<file path="src/rtl/matrix_a_stream_port.sv">
// matrix_a_stream_port
//   Streaming front end for the matrix-A row/column-pair store (8 rows x 4
//   cols). Two rows travel together as one row pair on the store bus.
//   Load: row-major elements arrive on s_*. Each group of 8 is packed into
//   one row-pair write.
//   Dump: each row pair is read, captured, and replayed row-major on m_*.
//
// Ports
//   clk, rst_n                 clock, synchronous active-low reset
//   start_load, start_dump     start pulses (sampled only in IDLE, load wins)
//   busy, done                 busy outside IDLE, one-cycle done pulse
//   s_valid/s_ready/s_data     element input stream
//   m_valid/m_ready/m_data     element output stream
//   m_last                     marks element 31 of a dump
//   mem_we/mem_addr            store command (row mode, row-pair address)
//   mem_wdata/mem_rdata        store data buses. The low half carries the even
//                              row and the high half carries the odd row.

module matrix_a_stream_port #(
    parameter int data_width        = 24,
    parameter int no_of_row         = 3,
    parameter int no_of_col         = 2,
    parameter int max_no_of_row_col = 3,
    parameter int addr_width        = 6
) (
    input  logic                                          clk,
    input  logic                                          rst_n,
    input  logic                                          start_load,
    input  logic                                          start_dump,
    output logic                                          busy,
    output logic                                          done,
    input  logic                                          s_valid,
    output logic                                          s_ready,
    input  logic [data_width-1:0]                         s_data,
    output logic                                          m_valid,
    input  logic                                          m_ready,
    output logic [data_width-1:0]                         m_data,
    output logic                                          m_last,
    output logic                                          mem_we,
    output logic [addr_width-1:0]                         mem_addr,
    output logic [2*data_width*(2**max_no_of_row_col)-1:0] mem_wdata,
    input  logic [2*data_width*(2**max_no_of_row_col)-1:0] mem_rdata
);

    localparam int LANES  = 2**max_no_of_row_col;
    localparam int HALF_W = data_width * LANES;
    localparam int BUS_W  = 2 * HALF_W;
    localparam int COLS   = 2**no_of_col;
    localparam int SLOTS  = 2 * COLS;
    localparam int K_W    = no_of_col + 1;
    localparam int P_W    = no_of_row - 1;

    localparam logic [K_W-1:0] K_ONE  = K_W'(1);
    localparam logic [K_W-1:0] K_LAST = K_W'(SLOTS - 1);
    localparam logic [P_W-1:0] P_ONE  = P_W'(1);
    localparam logic [P_W-1:0] P_LAST = {P_W{1'b1}};

    typedef enum logic [2:0] {
        IDLE,
        LD_COLLECT,
        LD_WRITE,
        DP_READ,
        DP_CAPTURE,
        DP_STREAM,
        DONE
    } state_t;

    state_t                state;
    logic [P_W-1:0]        p;
    logic [K_W-1:0]        k;
    logic [data_width-1:0] buffer [SLOTS];
    logic [BUS_W-1:0]      packed_wdata;
    logic                  unused_rdata;

    // Slot k maps to row 2p + k/COLS and col k%COLS.
    // Slots 0..COLS-1 fill the low half and the remaining slots fill the high half.
    // The unused upper lanes of each half stay zero.
    always_comb begin
        packed_wdata = '0;
        for (int c = 0; c < COLS; c++) begin
            packed_wdata[c*data_width +: data_width]          = buffer[c];
            packed_wdata[HALF_W + c*data_width +: data_width] = buffer[COLS+c];
        end
    end

    // The store reports every lane, but only lanes 0..COLS-1 of each half hold matrix data.
    assign unused_rdata = ^{mem_rdata[HALF_W-1:COLS*data_width],
                            mem_rdata[BUS_W-1:HALF_W+COLS*data_width]};

    always_ff @(posedge clk) begin
        if (!rst_n) begin
            state <= IDLE;
            p     <= '0;
            k     <= '0;
            for (int i = 0; i < SLOTS; i++) buffer[i] <= '0;
        end else begin
            case (state)
                IDLE: begin
                    if (start_load) begin
                        state <= LD_COLLECT;
                        p     <= '0;
                        k     <= '0;
                    end else if (start_dump) begin
                        state <= DP_READ;
                        p     <= '0;
                        k     <= '0;
                    end
                end
                LD_COLLECT: begin
                    if (s_valid) begin
                        buffer[k] <= s_data;
                        k         <= k + K_ONE;
                        if (k == K_LAST) state <= LD_WRITE;
                    end
                end
                LD_WRITE: begin
                    if (p == P_LAST) begin
                        state <= DONE;
                    end else begin
                        p     <= p + P_ONE;
                        k     <= '0;
                        state <= LD_COLLECT;
                    end
                end
                // The store registers its read data on the edge that closes this state.
                DP_READ: state <= DP_CAPTURE;
                DP_CAPTURE: begin
                    for (int c = 0; c < COLS; c++) begin
                        buffer[c]      <= mem_rdata[c*data_width +: data_width];
                        buffer[COLS+c] <= mem_rdata[HALF_W + c*data_width +: data_width];
                    end
                    k     <= '0;
                    state <= DP_STREAM;
                end
                DP_STREAM: begin
                    if (m_ready) begin
                        k <= k + K_ONE;
                        if (k == K_LAST) begin
                            if (p == P_LAST) begin
                                state <= DONE;
                            end else begin
                                p     <= p + P_ONE;
                                state <= DP_READ;
                            end
                        end
                    end
                end
                DONE:    state <= IDLE;
                default: state <= IDLE;
            endcase
        end
    end

    // All outputs are decoded from registered state. During a stall, k and
    // the buffer cannot change, so m_data and m_last stay stable.
    assign busy      = (state != IDLE);
    assign done      = (state == DONE);
    assign s_ready   = (state == LD_COLLECT);
    assign m_valid   = (state == DP_STREAM);
    assign m_data    = m_valid ? buffer[k] : '0;
    assign m_last    = m_valid && (p == P_LAST) && (k == K_LAST);
    assign mem_we    = (state == LD_WRITE);
    // Row-mode address of the even row of pair p: {1, 2p, col 0}.
    assign mem_addr  = busy ? {1'b1, p, 1'b0, {no_of_col{1'b0}}} : '0;
    assign mem_wdata = mem_we ? packed_wdata : '0;

endmodule
</file>
<file path="config.mk">
export PLATFORM = sky130hd
export DESIGN_NAME = matrix_a_stream_port
export DESIGN_NICKNAME = d
export VERILOG_FILES = /design/src/rtl/matrix_a_stream_port.sv
export SDC_FILE = /design/constraint.sdc
export NUM_CORES = 1
export LEC_CHECK = 0
export ABC_CLOCK_PERIOD_IN_PS = 4000
export CAP_MARGIN = 25
export CORE_AREA = 3 3 324 326
export CTS_CLUSTER_DIAMETER = 50
export DETAILED_ROUTE_END_ITERATION = 12
export DIE_AREA = 0 0 327 329
export GPL_TIMING_DRIVEN = 0
export PLACE_DENSITY_LB_ADDON = 0.3
export SETUP_SLACK_MARGIN = 0.2
export SLEW_MARGIN = 20
export SYNTH_ARGS = -nofsm -noshare
export SYNTH_HDL_FRONTEND = slang
export SYNTH_SLANG_ARGS = --single-unit
</file>
<file path="constraint.sdc">
create_clock -name clk -period 4 [get_ports clk]
set_input_delay 0.8 -clock clk [delete_from_list [all_inputs] [get_ports clk]]
set_output_delay 0.8 -clock clk [all_outputs]
set_load 0.02 [all_outputs]
</file>
**Yosys cells after proc, flatten, opt, wreduce, memory -nomap -nowiden**

Memory sizes are Yosys's and may differ from the RTL's. A register that Yosys moved wholly into a read port is not among the register bits.
Index checks and enable logic that the tools add are counted.

- Bits in registers: 8
- Latch bits: 0
- Bits in writable memories: 192
- Bits in read-only memories: 0
- Output and inout port bits: 420
- Logic and storage cells: 83
- Memories kept: 1

Memory list:

| memory | depth | bits a word | read ports | clocked after Yosys merged registers in | wr ports | RTL line | RTL |
|---|---|---|---|---|---|---|---|
| buffer | 8 | 24 | 9 | 1 | 8 | 71 | `logic [data_width-1:0] buffer [SLOTS];` |

- Add/subtract/negate cells: 2
- Multiply operators: 0
- Divide/modulo/power cells: 0
- Order comparisons: 0
- Equality and inequality tests: 14
- Shift operators: 0
- Mux-type cells: 45
- Bitwise gates (word level): 8
- Reduce and logical (&&, ||, !) cells: 10

Operator list:

| cell | number |
|---|---|
| 288-bit two-way mux | 1 |
| 24-bit two-way mux | 10 |
| 3-bit two-way mux | 16 |
| 24-bit OR reduction | 1 |
| 3-bit one-hot mux with 6 select lines | 1 |
| 3-bit one-hot mux with 5 select lines | 1 |
| 3-bit == test (second input constant) | 4 |
| 2-bit two-way mux | 5 |
| 5-bit AND reduction | 2 |
| 1-bit two-way mux | 9 |
| 1-bit OR | 8 |
| 3-bit by 2-bit == test with 1-bit output (second input constant) | 2 |
| 6-bit two-way mux | 1 |
| 2-bit by 1-bit inequality test with 1-bit output (second input constant) | 3 |
| 2-bit one-hot mux with 3 select lines | 1 |
| 3-bit nonzero test | 2 |
| 5-bit nonzero test | 1 |
| 2-bit inequality test (second input constant) | 2 |
| 4-bit AND reduction | 1 |
| 3-bit by 1-bit adder with 3-bit output (second input constant) | 1 |
| 3-bit by 1-bit == test with 1-bit output (second input constant) | 1 |
| 3-bit zero test | 1 |
| 3-bit inequality test (second input constant) | 1 |
| 2-bit by 1-bit adder with 2-bit output (second input constant) | 1 |
| other kinds (2) | 3 |

**Logic depth before layout (Yosys ltp)**

Gate-level depths: netlist of run 1.

- Depth in word-level cells: 6
- Mapped depth: 7

**Worst setup path before layout of run 1**

Ideal clock, no wire load.

- Path type: input to register
- Start point: input port rst_n
- End point: memory buffer[2][0], enable pin
- Arrival: 3,067 ps
- Path slack: 494 ps
- Stages on the path: 3
- Buffers on the path: 0
- Path through: nand4b_4 > or3_4 > o21ai_0

RTL lines:

| element | RTL line | RTL |
|---|---|---|
| from (decl) | 27 | `input logic rst_n,` |
| to (decl) | 71 |  |

**Final worst setup path of run 1**

- Start point: register state[1]
- End point: output port mem_wdata[35]

- Cells in the longest elaborated chain, start to end: 2

RTL lines:

| element | RTL line | RTL |
|---|---|---|
| from (decl) | 68 | `state_t state;` |
| from (signal assigned) | 92 | `state <= IDLE;` |
| from (signal assigned) | 100 | `state <= LD_COLLECT;` |
| from (signal assigned) | 104 | `state <= DP_READ;` |
| 3-bit by 2-bit == test with 1-bit output | 162 | `assign mem_we = (state == LD_WRITE);` |
| 288-bit two-way mux | 165 | `assign mem_wdata = mem_we ? packed_wdata : '0;` |
| to (decl) | 41 | `output logic [2*data_width*(2**max_no_of_row_col)-1:0] mem_wdata,` |

Every way passes these cells.

==> impl_results.md, run 1 <==
* Syn Std Cell Area at 13000 um2
* First-pass GRT wire length at between 100 and 150 mm
* Pleak at 8.66 nW
* Core ar. at 102000 um2
* Die extent in x at 327 um
* Clock Latency Late Sink at 0.56 ns
* Post-synthesis area per instance at 11.6 um2
* PwrDens at around 370 nW/um2
* Area Growth Syn to Fin at 66.8%
* Post-synth ARST share at 0%
* Critical-path cell list: buf_2 -> nor3b_4 -> buf_4 -> buf_2 -> clkbuf_4 -> and2_1 -> clkdlybuf4s50_1
* Power, Total at 8.04 mW
* WP data arrival at 2.85 ns
* Grt met2 use at 24.6%
* Grt met1 use at a little under a fifth
* Final Non-Filler Cells at approximately 3200
* Commonest cells after routing, fill and taps aside: clkdlybuf4s50_1 (407), buf_4 (220), conb_1 (195)
* Drt drc at 0
* Num rows at around 120
* Die Height at 329 um
* Clk pwr share at 45.5%
* Ys Warns at 0
* Max Cap Viol at 0
* Crit-path max cell delay at 0.65 ns
* Critical path class: reg2out
* F_max at 0.274 GHz
* Largest net degree at the start of global routing at 17
* H-tree levels at 2
* Gr busiest metal: met2
* Fill cells at 11200
* Post-synth EDFFs at 192
* Critical Path Sink Type: output pin
* Int Power at 5.60 mW
* DP Wirelength at 66.9 mm
* Gate power share at 22.7%
* Least-Margin Pin Slew at about 1.1 ns
* Root Driver: clkbuf_16
* CTS tree: done
* Sequential power share at a little under a third
* Max-slew headroom at 27.2%
* Class of the worst hold path: reg2reg
* DRT iter0 DRCs at 701
* Crit path max-delay cell type: clkdlybuf4s50_1
* Setup crit start kind: flop
* ANT nets after route at 0
* Post-synth top flop: edfxtp_1
* Initial Utilization at 12.8%
* I/O pin total at between 800 and 900
* Routed len/inst at 25.9 um
* Met3 GRT Util at 4.39%
* Via Count at 11300
* Vias in the first global route at 11400
* Hold-fix buffers, CTS at 0
* Initial antenna violation count at 23
* CP Max Fanout at 10
* Util after Layout at 21.3%
* Clock Skew at around 0.023 ns
* RSZ-0062 raised after global routing: true
* Final Cycle Share at 91.4%
* Nets@finish at 2216
* Count of different cell masters after synthesis at 46
* Tmin final at 3.65 ns
* Pins Over Slew Limit at 0
* VDD IR max at between 0.2 and 0.3 mV
* TritonCTS Buffers at 41
* FF+latch count, synth at between 200 and 250
* Final Hold Fails at 0
* GPL Wtd Cong at 0.768
* Max clock buf depth at 3
* Layout cells sized above 1 at 24.4%
* DRT Pass-1 Iters at 5
* CP required at about 3.2 ns
* Placed cells at 3122
* Die area at 108000 um2
* Sink Count at 203
* Gr usage total at between 10% and 20%
* CP most frequent cell: buf_2
* CTS clock-pin slew for the worst setup and hold paths at 0.05 ns
* Cells after Synth at 1123
* Final wirelength at 83.1 mm
* Sw Pwr at 2.43 mW
* I/O Buffers at 422
* Hold WS at slightly below 0.5 ns
* Sw Share at 30.3%
* Sequential area share after synthesis at 46.0%
* Post-DR vias/cell at between 3 and 4
* Grt total ovfl at 0
* Status: finished, final reports clean
* Commonest non-fill, non-tap cell in the layout: clkdlybuf4s50_1
* Final setup vio count at 0
[path summary, 6_finish.rpt]
path	start	endpoint	slack [ns]	cells past startpoint
max	state[1]	mem_wdata[35]	0.35	7
min	p[1]	p[1]	0.49	2
max reg2reg	state[1]	buffer[5][22]	1.18	6
min reg2reg	p[1]	p[1]	0.49	2
[state kept, by name (all words and copies together), names as in the netlist, named ones only]
register / cells
buffer: 192
k: 3
state: 3
p: 2
[power by group through the flow]
stage | Sequential [mW] | Clock, mW | Combinational, mW
2_1_floorplan | 2.55 | 0 | 0.924
6_report | 2.55 | 3.66 | 1.83
3_3_place_gp | 2.61 | 0 | 1.75
3_5_place_dp | 2.59 | 0 | 1.81
5_1_grt | 2.56 | 3.82 | 1.93
4_1_cts | 2.55 | 3.76 | 1.84
[metrics by stage]
stage	TNS, ns	setup WS [ns]	instance area (um2)
3_3_place_gp	-568.69	-3.50	19700
3_5_place_dp	0	0.0209	20100
4_1_cts	0	0.162	21700
2_1_floorplan	0	0.494	13700
6_report	0	0.345	21700
5_1_grt	0	0.175	21700
[logic make-up after synthesis]
group | share of synthesized area (%)
AND/OR/NAND/NOR | 13.9
AO/OA/AOI/OAI | 13.3
other | 0.0288
buffers and inverters | 15.7
multiplexers | 10.8
flip-flops | 46.0
adder cells (fa/ha/maj) | 0.288
[worst max-delay path: cells and delay by family (launching register included)]
family        cells  cell delay (ns)
buf+inv           5             1.55
flops             1             0.30
simple gates      2             0.43
[final cells by class]
class / instances / area [um2] / area share [%]
Timing Repair Buffer: 439 / 4590 / 21.1
Tap cell: 1368 / 1710 / 7.88
Clock inverter: 30 / 370 / 1.70
Sequential cell: 203 / 5990 / 27.6
Antenna cell: 8 / 20.0 / 0.0921
Multi-Input combinational cell: 806 / 5820 / 26.8
Buffer: 302 / 2150 / 9.90
Clock buffer: 44 / 1060 / 4.87
Inverter: 6 / 22.5 / 0.104
[per-layer routing]
layer	vias to the layer above	part of all wire, %
met5	-	0.14
met4	16	1.6
met3	87	8.6
met2	577	47
met1	5524	42
li1	5074	-
[timing repair]
action / CTS / global route
buffers inserted: 2 / 0
gates resized for setup: 57 / 25
hold endpoints to repair: 0 / 0
endpoints found under the setup margin: 216 / 52
[cells in the mapped netlist (11+ instances only)]
library cell	count	area, um2
buf_4	217	1630
and2_1	192	1200
edfxtp_1	192	5770
a22o_1	168	1470
nand2_1	56	210
mux4_2	48	1080
buf_2	40	200
clkbuf_1	37	139
nor2_1	36	135
o21ai_0	34	170
mux2i_1	33	330
dfxtp_1	11	220
(Power assumes the default switching activity.)
==> run 2: changes to the inputs <==
Settings changed: PLACE_DENSITY_LB_ADDON 0.3 to default.
==> run 2 against run 1 <==
- cell count decreased by 0.12%
- final area increased by 0.65%
- critical path type unchanged
- global-route usage increased by 0.70 points
- sequential share of layout area decreased by 0.18 points
- fmax decreased by 5.1%
- total power increased by 2.2%
- first-iteration DRC count increased by 23%
- clock skew increased by 0.015 ns
- hold slack got worse by 0.0041 ns
- critical path depth increased by 1
- worst setup slack got worse by 0.19 ns
- largest cell class unchanged
- combinational power about the same
- highest routed layer unchanged
==> impl_results.md, run 2 (same netlist as run 1, synthesis figures left out) <==
* Status: finished, final reports clean
* Vias in the first global route at 11500 (+1.0%)
* Fin Setup TNS at 0 ns (unchanged)
* DRT Pass-1 Iters at 5 (unchanged)
* Die Height at 329 um (unchanged)
* Critical Path Sink Type: output pin
* Top flop regs: buffer: 192 flops, k: 3 flops, state: 3 flops
* Setup crit start kind: flop
* Final setup vio count at 0 (unchanged)
* Sw Pwr at 2.52 mW (+3.3%)
* CP Max Fanout at 10 (unchanged)
* Final Hold Fails at 0 (unchanged)
* Crit path max-delay cell type: clkdlybuf4s50_1
* Hold-fix buffers, CTS at 0 (unchanged)
* Max-slew headroom at 31.9% (+4.7 points)
* DP Area at 20000 um2 (-0.44%)
* Pins Over Slew Limit at 0 (unchanged)
* First-pass GRT wire length at 110 mm (+3.8%)
* ANT nets after route at 0 (unchanged)
* Nets@finish at 2211 (-0.23%)
* DP Wirelength at 71.5 mm (+6.8%)
* Layout cells sized above 1 at 24.1% (-0.29 points)
* Sw Share at 30.6% (+0.32 points)
* Max clock buf depth at 3 (unchanged)
* GPL Wtd Cong at 0.817 (+6.5%)
* Largest net degree at the start of global routing at 20 (+3)
* CP required at 3.20 ns (about the same)
* Via Count at 11600 (+2.5%)
* Cell family with most CP delay: buffers and inverters
* Area Growth Syn to Fin at 67.9%
* F_max at 0.260 GHz (-5.1%)
* Clock Latency Late Sink at 0.59 ns (+0.03 ns)
* WP data arrival at 3.05 ns (+0.20 ns)
* Hold depth at 2 (unchanged)
* PwrDens at 376 nW/um2 (+1.6%)
* DRT iter0 DRCs at 864 (+23%)
* Max Cap Viol at 0 (unchanged)
* Grt total ovfl at 0 (unchanged)
* Gr usage total at 15.4% (+0.70 points)
* Initial Utilization at 12.8% (unchanged)
* Critical-path cell list: buf_2 -> nor3b_4 -> buf_4 -> clkbuf_4 -> clkbuf_8 -> buf_6 -> and2_1 -> clkdlybuf4s50_1
* VDD IR max at 0.324 mV (+18%)
* Top reg by flops: buffer
* Die area at 108000 um2 (unchanged)
* TritonCTS Buffers at 41 (unchanged)
* Final Cycle Share at 96.2% (+4.9 points)
* CTS clock-pin slew for the worst setup and hold paths at 0.05 ns (about the same)
* Hold WS at 0.483 ns (-0.00411 ns)
* Num rows at 117 (unchanged)
* Int Power at 5.70 mW (+1.7%)
* Initial antenna violation count at 43 (+87%)
* RSZ-0062 raised after global routing: true
* Bufs and invs on worst path at 6 (+1)
* Commonest cells after routing, fill and taps aside: clkdlybuf4s50_1 (340), buf_4 (225), conb_1 (195)
* Final instance area at 21900 um2 (+0.65%)
* CTS tree: done
* Root Driver: clkbuf_16
* Post-DR vias/cell at 3.61 (+2.6%)
* Least-Margin Pin Slew at 1.02 ns (-0.0665 ns)
* Max FFs per register at 192 (unchanged)
* Gate power share at 22.6% (about the same)
* Commonest non-fill, non-tap cell in the layout: clkdlybuf4s50_1
* Pleak at 9.68 nW (+12%)
* Crit-path max cell delay at 0.61 ns (-0.04 ns)
* Clk pwr share at 46.1% (+0.6 points)
* Reg2reg path depth at 5 (-1)
* Tmin final at 3.85 ns (+0.195 ns)
* Final wirelength at 86.5 mm (+4.1%)
* Critical path class: reg2out
* Routed len/inst at 27.0 um (+4.3%)
* Class of the worst hold path: reg2reg
* Sequential power share at 31.3% (-0.4 points)
* Die extent in x at 327 um (unchanged)
* Clock Skew at 0.0382 ns (+0.0153 ns)
* H-tree levels at 2 (unchanged)
* Sink Count at 203 (unchanged)
* I/O pin total at 834 (unchanged)
* Logic depth of the worst path, buffers included at 8 (+1)
* Drt drc at 0 (unchanged)
* I/O Buffers at 422 (unchanged)
* Core ar. at 102000 um2 (unchanged)
==> run 2: cell count changes in the layout (fill, tap and decap cells not counted), sizes merged <==
cell	delta
clkdlybuf4s50	-67
bufinv	+1
dlymetal6s2s	+53
buf	-1
clkbuf	-5
clkinv	-3
clkdlybuf4s15	+1
clkinvlp	-2
dlygate4sd2	+13
diode	-1
inv	+7
==> run 2: timing repair <==
| item | 4_1_cts | 5_1_grt |
|---|---|---|
| gates resized for setup | 92 | 66 |
| setup buffers | 3 | 0 |
| setup endpoints to repair | 216 | 125 |
==> run 2: power groups by stage <==
stage          Clock, mW  Sequential (mW)  Combinational, mW
2_1_floorplan          0             2.55              0.924
3_3_place_gp           0             2.62               1.77
3_5_place_dp           0             2.61               1.82
4_1_cts             3.88             2.57               1.87
5_1_grt             3.96             2.58               1.96
6_report            3.79             2.57               1.86
==> run 2: final timing paths <==
kind / endpoint / start / slack, ns
min reg2reg: p[1] / p[1] / 0.48
max reg2reg: buffer[0][20] / state[1] / 1.25
min: p[1] / p[1] / 0.48
max: mem_wdata[85] / state[1] / 0.15
==> run 2: metal layers <==
metal	wire, um	global-route usage, %	vias to the layer above
li1	-	-	5084
met1	37900	20.4	5671
met2	37500	23.2	669
met3	9170	6.45	118
met4	1750	3.37	14
met5	95	0	-
==> run 2: worst register-to-register path, stage by stage, from the launching register on <==
cell	delay (ns)
dfxtp_1	0.31
buf_2	0.21
buf_1	0.37
o31a_1	0.79
nand2b_2	0.49
buf_16	0.32
==> run 2: final cells by class <==
| type | count | area (um2) |
|---|---|---|
| antenna | 7 | 17.5 |
| multi-input combinational | 806 | 5820 |
| timing repair buffer | 435 | 4620 |
| fill | 11100 | 80200 |
| sequential | 203 | 5990 |
| clock inverter | 33 | 392 |
| buffer | 301 | 2220 |
| clock buffer | 43 | 1080 |
| tap | 1368 | 1710 |
| inverter | 6 | 22.5 |
==> run 2: per-stage QoR <==
| stage | power (mW) | worst slack, ns | util, % | std cells |
|---|---|---|---|---|
| 6_report | 8.21 | 0.151 | 21.4 | 3202 |
| 4_1_cts | 8.32 | 0.0985 | 21.3 | 3195 |
| 5_1_grt | 8.50 | 0.0808 | 21.4 | 3196 |
| 3_3_place_gp | 4.39 | -2.58 | 19.3 | 3107 |
| 3_5_place_dp | 4.43 | -0.246 | 19.6 | 3117 |
| 2_1_floorplan | 3.47 | 0.494 | - | 1317 |
==> run 3: changes to the inputs <==
Settings changed: ABC_CLOCK_PERIOD_IN_PS 4000 to default, SKIP_CTS_REPAIR_TIMING from default to 1.
==> run 3 against run 2 <==
- sequential power about the same
- die area unchanged
- via count about the same
- non-clock buffer count unchanged
- global-route usage about the same
==> impl_results.md, run 3 (same netlist as run 1, synthesis figures left out) <==
* CP required at 3.20 ns (about the same)
* Commonest non-fill, non-tap cell in the layout: clkdlybuf4s50_1
* ANT nets after route at 0 (unchanged)
* Critical-path cell list: buf_2 -> nor3b_4 -> buf_4 -> clkbuf_4 -> buf_6 -> and2_1 -> clkdlybuf4s50_1
* Place WS at -0.246 ns (unchanged)
* Final wirelength at 86.3 mm (-0.21%)
* Status: finished, final reports clean
* DP Wirelength at 71.5 mm (unchanged)
* Pleak at 8.92 nW (-7.8%)
* Sw Share at 30.5% (-0.11 points)
* Num rows at 117 (unchanged)
* Die extent in x at 327 um (unchanged)
* Largest net degree at the start of global routing at 20 (unchanged)
* Via Count at 11600 (-0.0087%)
* I/O pin total at 834 (unchanged)
* Critical Path Sink Type: output pin
* Commonest cells after routing, fill and taps aside: clkdlybuf4s50_1 (396), buf_4 (223), conb_1 (195)
* CTS clock-pin slew for the worst setup and hold paths at 0.05 ns (about the same)
* Final Cycle Share at 93.8% (-2.4 points)
* Final setup vio count at 0 (unchanged)
* Grt total ovfl at 0 (unchanged)
* Setup crit start kind: flop
* Clk pwr share at 46.1% (about the same)
* Vias in the first global route at 11500 (-0.035%)
* I/O Buffers at 422 (unchanged)
* Final WS setup at 0.247 ns (+0.0968 ns)
* First-pass GRT wire length at 110 mm (about the same)
* Max Cap Viol at 0 (unchanged)
* Nets@finish at 2211 (unchanged)
* F_max at 0.266 GHz (+2.6%)
* Die Height at 329 um (unchanged)
* Area Growth Syn to Fin at 66.7%
* Top reg by flops: buffer
* Pins Over Slew Limit at 0 (unchanged)
* Tmin final at 3.75 ns (-0.0968 ns)
* TritonCTS Buffers at 41 (unchanged)
* Core ar. at 102000 um2 (unchanged)
* Die area at 108000 um2 (unchanged)
* Final instance area at 21700 um2 (-0.74%)
* Initial Utilization at 12.8% (unchanged)
* H-tree levels at 2 (unchanged)
* Drt drc at 0 (unchanged)
* VDD IR max at 0.320 mV (-1.1%)
* Max FFs per register at 192 (unchanged)
* DRT Pass-1 Iters at 5 (unchanged)
* Critical path class: reg2out
* Reg2reg setup slack at 1.26 ns (about the same)
* Routed len/inst at 27.0 um (-0.17%)
* WP data arrival at 2.95 ns (-0.10 ns)
* Initial antenna violation count at 42 (-2.3%)
* Gate power share at 22.5% (about the same)
* Layout cells sized above 1 at 24.1% (-0.055 points)
* Post-DR vias/cell at 3.61 (about the same)
* Root Driver: clkbuf_16
* Util after Layout at 21.3% (-0.16 points)
* RSZ-0062 raised after global routing: true
* DP Area at 20000 um2 (unchanged)
* DRT iter0 DRCs at 809 (-6.4%)
* Crit path max-delay cell type: clkdlybuf4s50_1
* CTS tree: done
* Top flop regs: buffer: 192 flops, k: 3 flops, state: 3 flops
* Sw Pwr at 2.50 mW (-0.65%)
* Clock Latency Late Sink at 0.59 ns (about the same)
* Int Power at 5.69 mW (-0.14%)
* Sequential power share at 31.4% (about the same)
* CP Max Fanout at 10 (unchanged)
* Final Hold Fails at 0 (unchanged)
* Least-Margin Pin Slew at 1.11 ns (+0.0862 ns)
* Class of the worst hold path: reg2reg
* Max-slew headroom at 26.1% (-5.7 points)
* PwrDens at 377 nW/um2 (+0.44%)
* Crit-path max cell delay at 0.77 ns (+0.16 ns)
* Sink Count at 203 (unchanged)
* Gr usage total at 15.4% (about the same)
* Max clock buf depth at 3 (unchanged)
* GPL Wtd Cong at 0.817 (unchanged)
* Clock Skew at 0.0345 ns (-0.00363 ns)
* Fin Setup TNS at 0 ns (unchanged)
* Hold WS at 0.478 ns (-0.00473 ns)
[run 3: changes by cell type in the layout (fill, tap and decap cells not counted), sizes merged]
cell	delta
clkdlybuf4s15	-1
clkdlybuf4s50	+56
diode	-1
dlygate4sd2	-21
clkbuf	-2
buf	+2
dlymetal6s2s	-34
[run 3: worst paths after layout]
path	depth (start not counted)	to	from
worst min register to register	2	p[1]	p[1]
worst min-delay path	2	p[1]	p[1]
worst max-delay path	7	mem_wdata[238]	state[1]
worst max register to register	6	buffer[1][1]	state[1]
[run 3: metal layers]
metal	share of wire (%)	vias up	global-route usage [%]
li1	-	5084	-
met1	43	5661	20.2
met2	43	671	23.3
met3	11	123	6.63
met4	2.1	16	3.43
met5	0.12	-	0
[run 3: power by group through the flow]
| stage | Sequential (mW) | Clock (mW) | Combinational [mW] |
|---|---|---|---|
| global placement | 2.62 | 0 | 1.77 |
| CTS | 2.57 | 3.88 | 1.83 |
| floorplan | 2.55 | 0 | 0.924 |
| global route | 2.58 | 3.96 | 1.94 |
| detailed placement | 2.61 | 0 | 1.82 |
| finish | 2.57 | 3.78 | 1.84 |
[run 3: area by class of cell]
type	instances	area [um2]
diodes	6	15.0
plain buffers	301	2130
clock buffers	43	1080
clock inverters	33	392
fillers	11100	80300
inverters	6	22.5
multi-input cells	806	5810
flip-flops and latches	203	5990
well taps	1368	1710
repair buffers	435	4560
[run 3: worst max-delay path: cells and delay by family (launching register included)]
| family | cells | cell delay, ns |
|---|---|---|
| and+or+nand+nor | 2 | 0.35 |
| DFF | 1 | 0.31 |
| buffers and inverters | 5 | 1.72 |
[run 3: per-stage QoR]
stage	instances	total power, mW
final	3201	8.19
after global routing	3196	8.48
after CTS	3193	8.27
after detailed placement	3117	4.43
after global placement	3107	4.39
after floorplan	1317	3.47
